$ cat config.mk
export PLATFORM = sky130hd
export DESIGN_NAME = period_meter
export DESIGN_NICKNAME = d
export VERILOG_FILES = /design/src/rtl/vehicle_pkg.sv /design/src/rtl/sync_edge_det.sv /design/src/rtl/period_meter.sv
export SDC_FILE = /design/constraint.sdc
export NUM_CORES = 1
export LEC_CHECK = 0
export BUFFER_PORTS_ARGS = -buffer_cell sky130_fd_sc_hd__buf_2
export CAP_MARGIN = 15
export CORE_MARGIN = 2
export CORE_UTILIZATION = 60
export CTS_CLUSTER_DIAMETER = 80
export DETAILED_ROUTE_END_ITERATION = 6
export PLACE_DENSITY = 0.8
export RECOVER_POWER = 50
export SLEW_MARGIN = 5
export SYNTH_ARGS = -nofsm -noshare
export SYNTH_HDL_FRONTEND = slang
export SYNTH_HIERARCHICAL = 1
export SYNTH_SLANG_ARGS = --single-unit
$ cat constraint.sdc
create_clock -name clk -period 6.66 [get_ports clk]
set_input_delay 0.666 -clock clk [delete_from_list [all_inputs] [get_ports clk]]
set_output_delay 0.666 -clock clk [all_outputs]
set_load 0.02 [all_outputs]
$ cat src/rtl/vehicle_pkg.sv
// vehicle_pkg: shared constants and FSM state encoding for vehicle-board blocks.
package vehicle_pkg;
    localparam int SYS_CLK_HZ = 50_000_000;
    localparam int CNT_W_DEF  = 16;
    localparam logic [1:0] IDLE    = 2'd0;
    localparam logic [1:0] ARM     = 2'd1;
    localparam logic [1:0] MEASURE = 2'd2;
endpackage

$ cat src/rtl/sync_edge_det.sv
// sync_edge_det: multi-flop synchronizer on an async input plus rise/fall detection.
module sync_edge_det #(
    parameter int STAGES = 2
) (
    input  logic clk,
    input  logic reset,
    input  logic d,
    output logic s,
    output logic rise,
    output logic fall
);
    logic [STAGES-1:0] sync;
    logic              prev;

    if (STAGES < 2 || STAGES > 4) begin : g_bad_stages
        $error("sync_edge_det: STAGES must be 2..4");
    end

    always_ff @(posedge clk or posedge reset) begin
        if (reset) begin
            sync <= '0;
            prev <= 1'b0;
        end else begin
            sync <= {sync[STAGES-2:0], d};
            prev <= s;
        end
    end

    assign s    = sync[STAGES-1];
    assign rise = s & ~prev;
    assign fall = ~s & prev;
endmodule

$ cat src/rtl/period_meter.sv
// period_meter: measures period and high time of a slow input in clk cycles.
// Define PERIOD_METER_AVG_EN to report the average of four consecutive measurements.
module period_meter
    import vehicle_pkg::*;
#(
    parameter int CNT_W       = CNT_W_DEF,
    parameter int SYNC_STAGES = 2
) (
    input  logic             clk,
    input  logic             reset,
    input  logic             enable,
    input  logic             sig_in,
    output logic [CNT_W-1:0] period,
    output logic [CNT_W-1:0] high_time,
    output logic             valid,
    output logic             timeout
);
    localparam logic [CNT_W-1:0] CNT_MAX = '1;

    logic [1:0]       state, state_nx;
    logic [CNT_W-1:0] cnt, hcnt, high_lat;
    logic             high_phase, rise, fall, sync_unused;
    logic             arm_rise, meas_rise, tmo, clr;

    sync_edge_det #(.STAGES(SYNC_STAGES)) u_sync (
        .clk  (clk),
        .reset(reset),
        .d    (sig_in),
        .s    (sync_unused),
        .rise (rise),
        .fall (fall)
    );

    always_ff @(posedge clk or posedge reset) begin
        if (reset) state <= IDLE;
        else       state <= state_nx;
    end

    always_comb begin
        state_nx = !enable                           ? IDLE    :
                   (state == IDLE)                   ? ARM     :
                   (state != ARM && state != MEASURE) ? IDLE    :
                   rise                              ? MEASURE :
                   tmo                               ? ARM     : state;
    end

    // A rise on the same cycle as cnt reaching CNT_MAX is a valid measurement, not a timeout.
    always_comb begin
        arm_rise  = enable && state == ARM && rise;
        meas_rise = enable && state == MEASURE && rise;
        tmo       = enable && state == MEASURE && !rise && cnt == CNT_MAX;
        clr       = !enable || state == IDLE || tmo;
    end

    always_ff @(posedge clk or posedge reset) begin
        if (reset) begin
            cnt        <= '0;
            hcnt       <= '0;
            high_lat   <= '0;
            high_phase <= 1'b0;
            timeout    <= 1'b0;
        end else begin
            if (tmo) timeout <= 1'b1;
            else if (meas_rise) timeout <= 1'b0;
            if (clr) begin
                cnt        <= '0;
                hcnt       <= '0;
                high_lat   <= '0;
                high_phase <= 1'b0;
            end else if (arm_rise || meas_rise) begin
                cnt        <= CNT_W'(1);
                hcnt       <= CNT_W'(1);
                high_phase <= 1'b1;
            end else if (state == MEASURE) begin
                cnt <= cnt + 1'b1;
                if (high_phase) hcnt <= hcnt + 1'b1;
                if (fall && high_phase) begin
                    high_lat   <= hcnt;
                    high_phase <= 1'b0;
                end
            end
        end
    end

`ifdef PERIOD_METER_AVG_EN
    logic [1:0]       smp;
    logic [CNT_W+1:0] acc_p, acc_h, sum_p, sum_h;

    always_comb begin
        sum_p = acc_p + {2'b00, cnt};
        sum_h = acc_h + {2'b00, high_lat};
    end

    always_ff @(posedge clk or posedge reset) begin
        if (reset) begin
            smp       <= '0;
            acc_p     <= '0;
            acc_h     <= '0;
            period    <= '0;
            high_time <= '0;
            valid     <= 1'b0;
        end else begin
            valid <= meas_rise && smp == 2'd3;
            if (!enable || tmo) begin
                smp   <= '0;
                acc_p <= '0;
                acc_h <= '0;
            end else if (meas_rise) begin
                smp   <= smp + 2'd1;
                acc_p <= (smp == 2'd3) ? '0 : sum_p;
                acc_h <= (smp == 2'd3) ? '0 : sum_h;
                if (smp == 2'd3) begin
                    period    <= sum_p[CNT_W+1:2];
                    high_time <= sum_h[CNT_W+1:2];
                end
            end
        end
    end
`else
    always_ff @(posedge clk or posedge reset) begin
        if (reset) begin
            period    <= '0;
            high_time <= '0;
            valid     <= 1'b0;
        end else begin
            valid <= meas_rise;
            if (meas_rise) begin
                period    <= cnt;
                high_time <= high_lat;
            end
        end
    end
`endif
endmodule

==> reports/metrics.cfg <==
[run_status]
outcome = complete, but fails checks
failed_checks = max-capacitance violations, max-slew violations

[setup_path]
crit_start = state[0]
path_cells = inv_1, ha_1, nand3_1, or4_1, o211ai_4, nor2_1
r2r-start = state[0]
worstSetupPathType = reg2reg
critPathMaxStageDelay_ns = 0.75
crit_family = simple AND/OR/NAND/NOR gates
cp.buffers_inverters = 1
worst-path-max-fanout = 30
cp-start-kind = flop
worst_ep_arrival_time_ns = 3.26
crit_required_ns = 6.86
slowest_stage = o211ai_4
end_kind = flop

[clocking]
cts_tree = done
insertion_delay_ns = 0.35
cts_resized = 0
cts_setup_buffers = 0
clkTransAtPathRegs_ns = 0.08
clk_path_buf_depth = 2
cts_sinks = 88
htreeDepth = 3
cts-root-buf = clkbuf_8
cts.hold.buffers_added = 0
numCtsBuffers = 9

[synth]
synth.area.top_cells = dfrtp_1 (58%), mux2_2 (8.9%), xnor2_1 (4.8%), nand2_1 (4.7%), nor2_1 (3.4%)
ys_top_cells_by_count = dfrtp_1 (88), nand2_1 (48), nor2_1 (34)
synth-edff-count = 0
syn_avg_cell_area_um2 = 11.2
yosysWarnings = 6
synth.net_count = 347
synth-seq-area-share = 0.580
async_flop_share = 1.00
ys_ff_latch = 88
yosys_most_used_dff = dfrtp_1
synth_top_area_cell = dfrtp_1
synthMostInstantiatedCell = dfrtp_1
synth_cell_types = 30
synth_cells = 338
netlist_area_mm2 = 0.00380
synth_top_area_share = 0.580

[power]
powerDensity_mw_per_mm2 = 220
clkPwrFrac = 0.377
seq_power_share = 0.583
p_leak_nw = 1.88
p_int_uw = 717
p_comb_frac = 0.040
p_switching_uw = 206
ir_drop_mv = 0.136
p_sw_frac = 0.223

[sta]
fin_worst_skew_ns = 0.00578
worst_slew_pin_slew_ns = 1.64
hold_ws_ns = 0.171
hold_violations = 0
layout_min_cycle_time_ns = 3.06
tns_ns = 0
slew_violations = 28
rsz0062_at_grt = no
finalSetupViolCount = 0
period_share = 0.460
fmax_mhz = 327
maxSlewHeadroom = -0.0932

[global_routing]
grt_max_degree = 86
grt_pass1_vias = 2454
grt_usage = 0.209
grt_overflow = 0
antenna_found_initial = 0
grt_first_pass_wirelength_um = 11600

[routing]
drt-vias-per-instance = 5.58
drt_iter0_drc = 181
routedWlPerCell_um = 15.1
wirelength_um = 6870
drt-pass1-iter-count = 4
drt.antenna.violating_nets = 0
drc = 0
vias = 2538

[hold_path]
worstHoldPathType = in2async

[floorplan]
initial_core_util = 0.631
dieArea_mm2 = 0.00699
die_h_um = 83.6
core_area_mm2 = 0.00603
fp.dieW_um = 83.6
io_pins = 38
row_count = 28

[place]
hpwl_um = 4430
gp_congestion = 0.816
portBuffers = 37

[finish]
area_growth_pct = 10.2
antenna_cells = 0
fillers = 443
layout-drive-gt1-share = 0.192
num-nets-final = 384

[flow_run]
drv_cap = 1

==> stage by stage <==
stage | worst slack, ns | cell area (µm²) | instances | utilization | total power, mW
floorplan | 3.80 | 3800 | 338 | - | 0.579
global placement | 3.77 | 4000 | 438 | 0.664 | 0.583
detailed placement | 3.62 | 4000 | 438 | 0.664 | 0.584
CTS | 3.60 | 4180 | 454 | 0.694 | 0.931
global route | 3.33 | 4190 | 455 | 0.695 | 0.960
finish | 3.60 | 4190 | 455 | 0.695 | 0.923
==> final timing paths <==
path                       cells after the start  slack (ns)              to
hold reg to reg                                0        0.36  u_sync/sync[1]
hold / removal                                 2        0.17  u_sync/sync[1]
min in group clk                               0        0.36  u_sync/sync[1]
setup / recovery                               6        3.60         cnt[10]
setup reg to reg                               6        3.60         cnt[10]
max in group asynchronous                      4        4.80     high_lat[4]
==> cell usage in the layout (no fill, tap or decap), types with 2 or more instances in the layout <==
master    instances
nand2_1          48
nand4_1          12
a21oi_1          22
clkbuf_8          9
nor2_1           34
clkinv_2          3
o21ai_0           3
xnor2_1          21
nor4_1            8
clkbuf_1         19
nor3_1            8
ha_1              5
mux2_2           30
inv_1            10
dfrtp_1          88
nand3_1          10
xor2_1            8
nor2b_1           2
and4_1            2
a21o_1            2
buf_2            22
==> layout make-up <==
cell class              count  area [µm²]  share of cell area
flip-flops and latches     88        2200               0.526
multi-input cells         225        1470               0.350
repair buffers             40         205              0.0490
clock buffers              12         135              0.0323
well taps                  75        93.8              0.0224
clock inverters             4        45.0              0.0108
inverters                  11        42.5              0.0102
==> power groups by stage <==
stage          clock [mW]  sequential, mW  combinational, mW
3_3_place_gp            0           0.548             0.0344
6_report            0.348           0.538             0.0367
5_1_grt             0.379           0.538             0.0421
3_5_place_dp            0           0.549             0.0353
4_1_cts             0.358           0.538             0.0357
2_1_floorplan           0           0.548             0.0311
==> kinds of logic after synthesis <==
| kind of cell | share of synthesized area |
|---|---|
| adder cells (fa/ha/maj) | 0.0165 |
| flip-flops | 0.580 |
| buffers and inverters | 0.0349 |
| AO/OA/AOI/OAI | 0.0537 |
| XOR/XNOR | 0.0668 |
| multiplexers | 0.0915 |
| AND/OR/NAND/NOR | 0.157 |
==> flip-flops by register name, summed over array words and instances (netlist names) <==
signal       cells
timeout          1
high_lat        16
hcnt            16
cnt             16
state            2
valid            1
u_sync/prev      1
u_sync/sync      2
high_phase       1
high_time       16
period          16
==> layer usage <==
metal | GRT usage | share of wire | vias to the layer above
li1 | - | - | 1217
met1 | 0.295 | 0.44 | 1239
met2 | 0.306 | 0.49 | 74
met3 | 0.0633 | 0.052 | 8
met4 | 0.0821 | 0.015 | 0
met5 | 0 | 0 | -
Power figures use the tool's default switching activity.
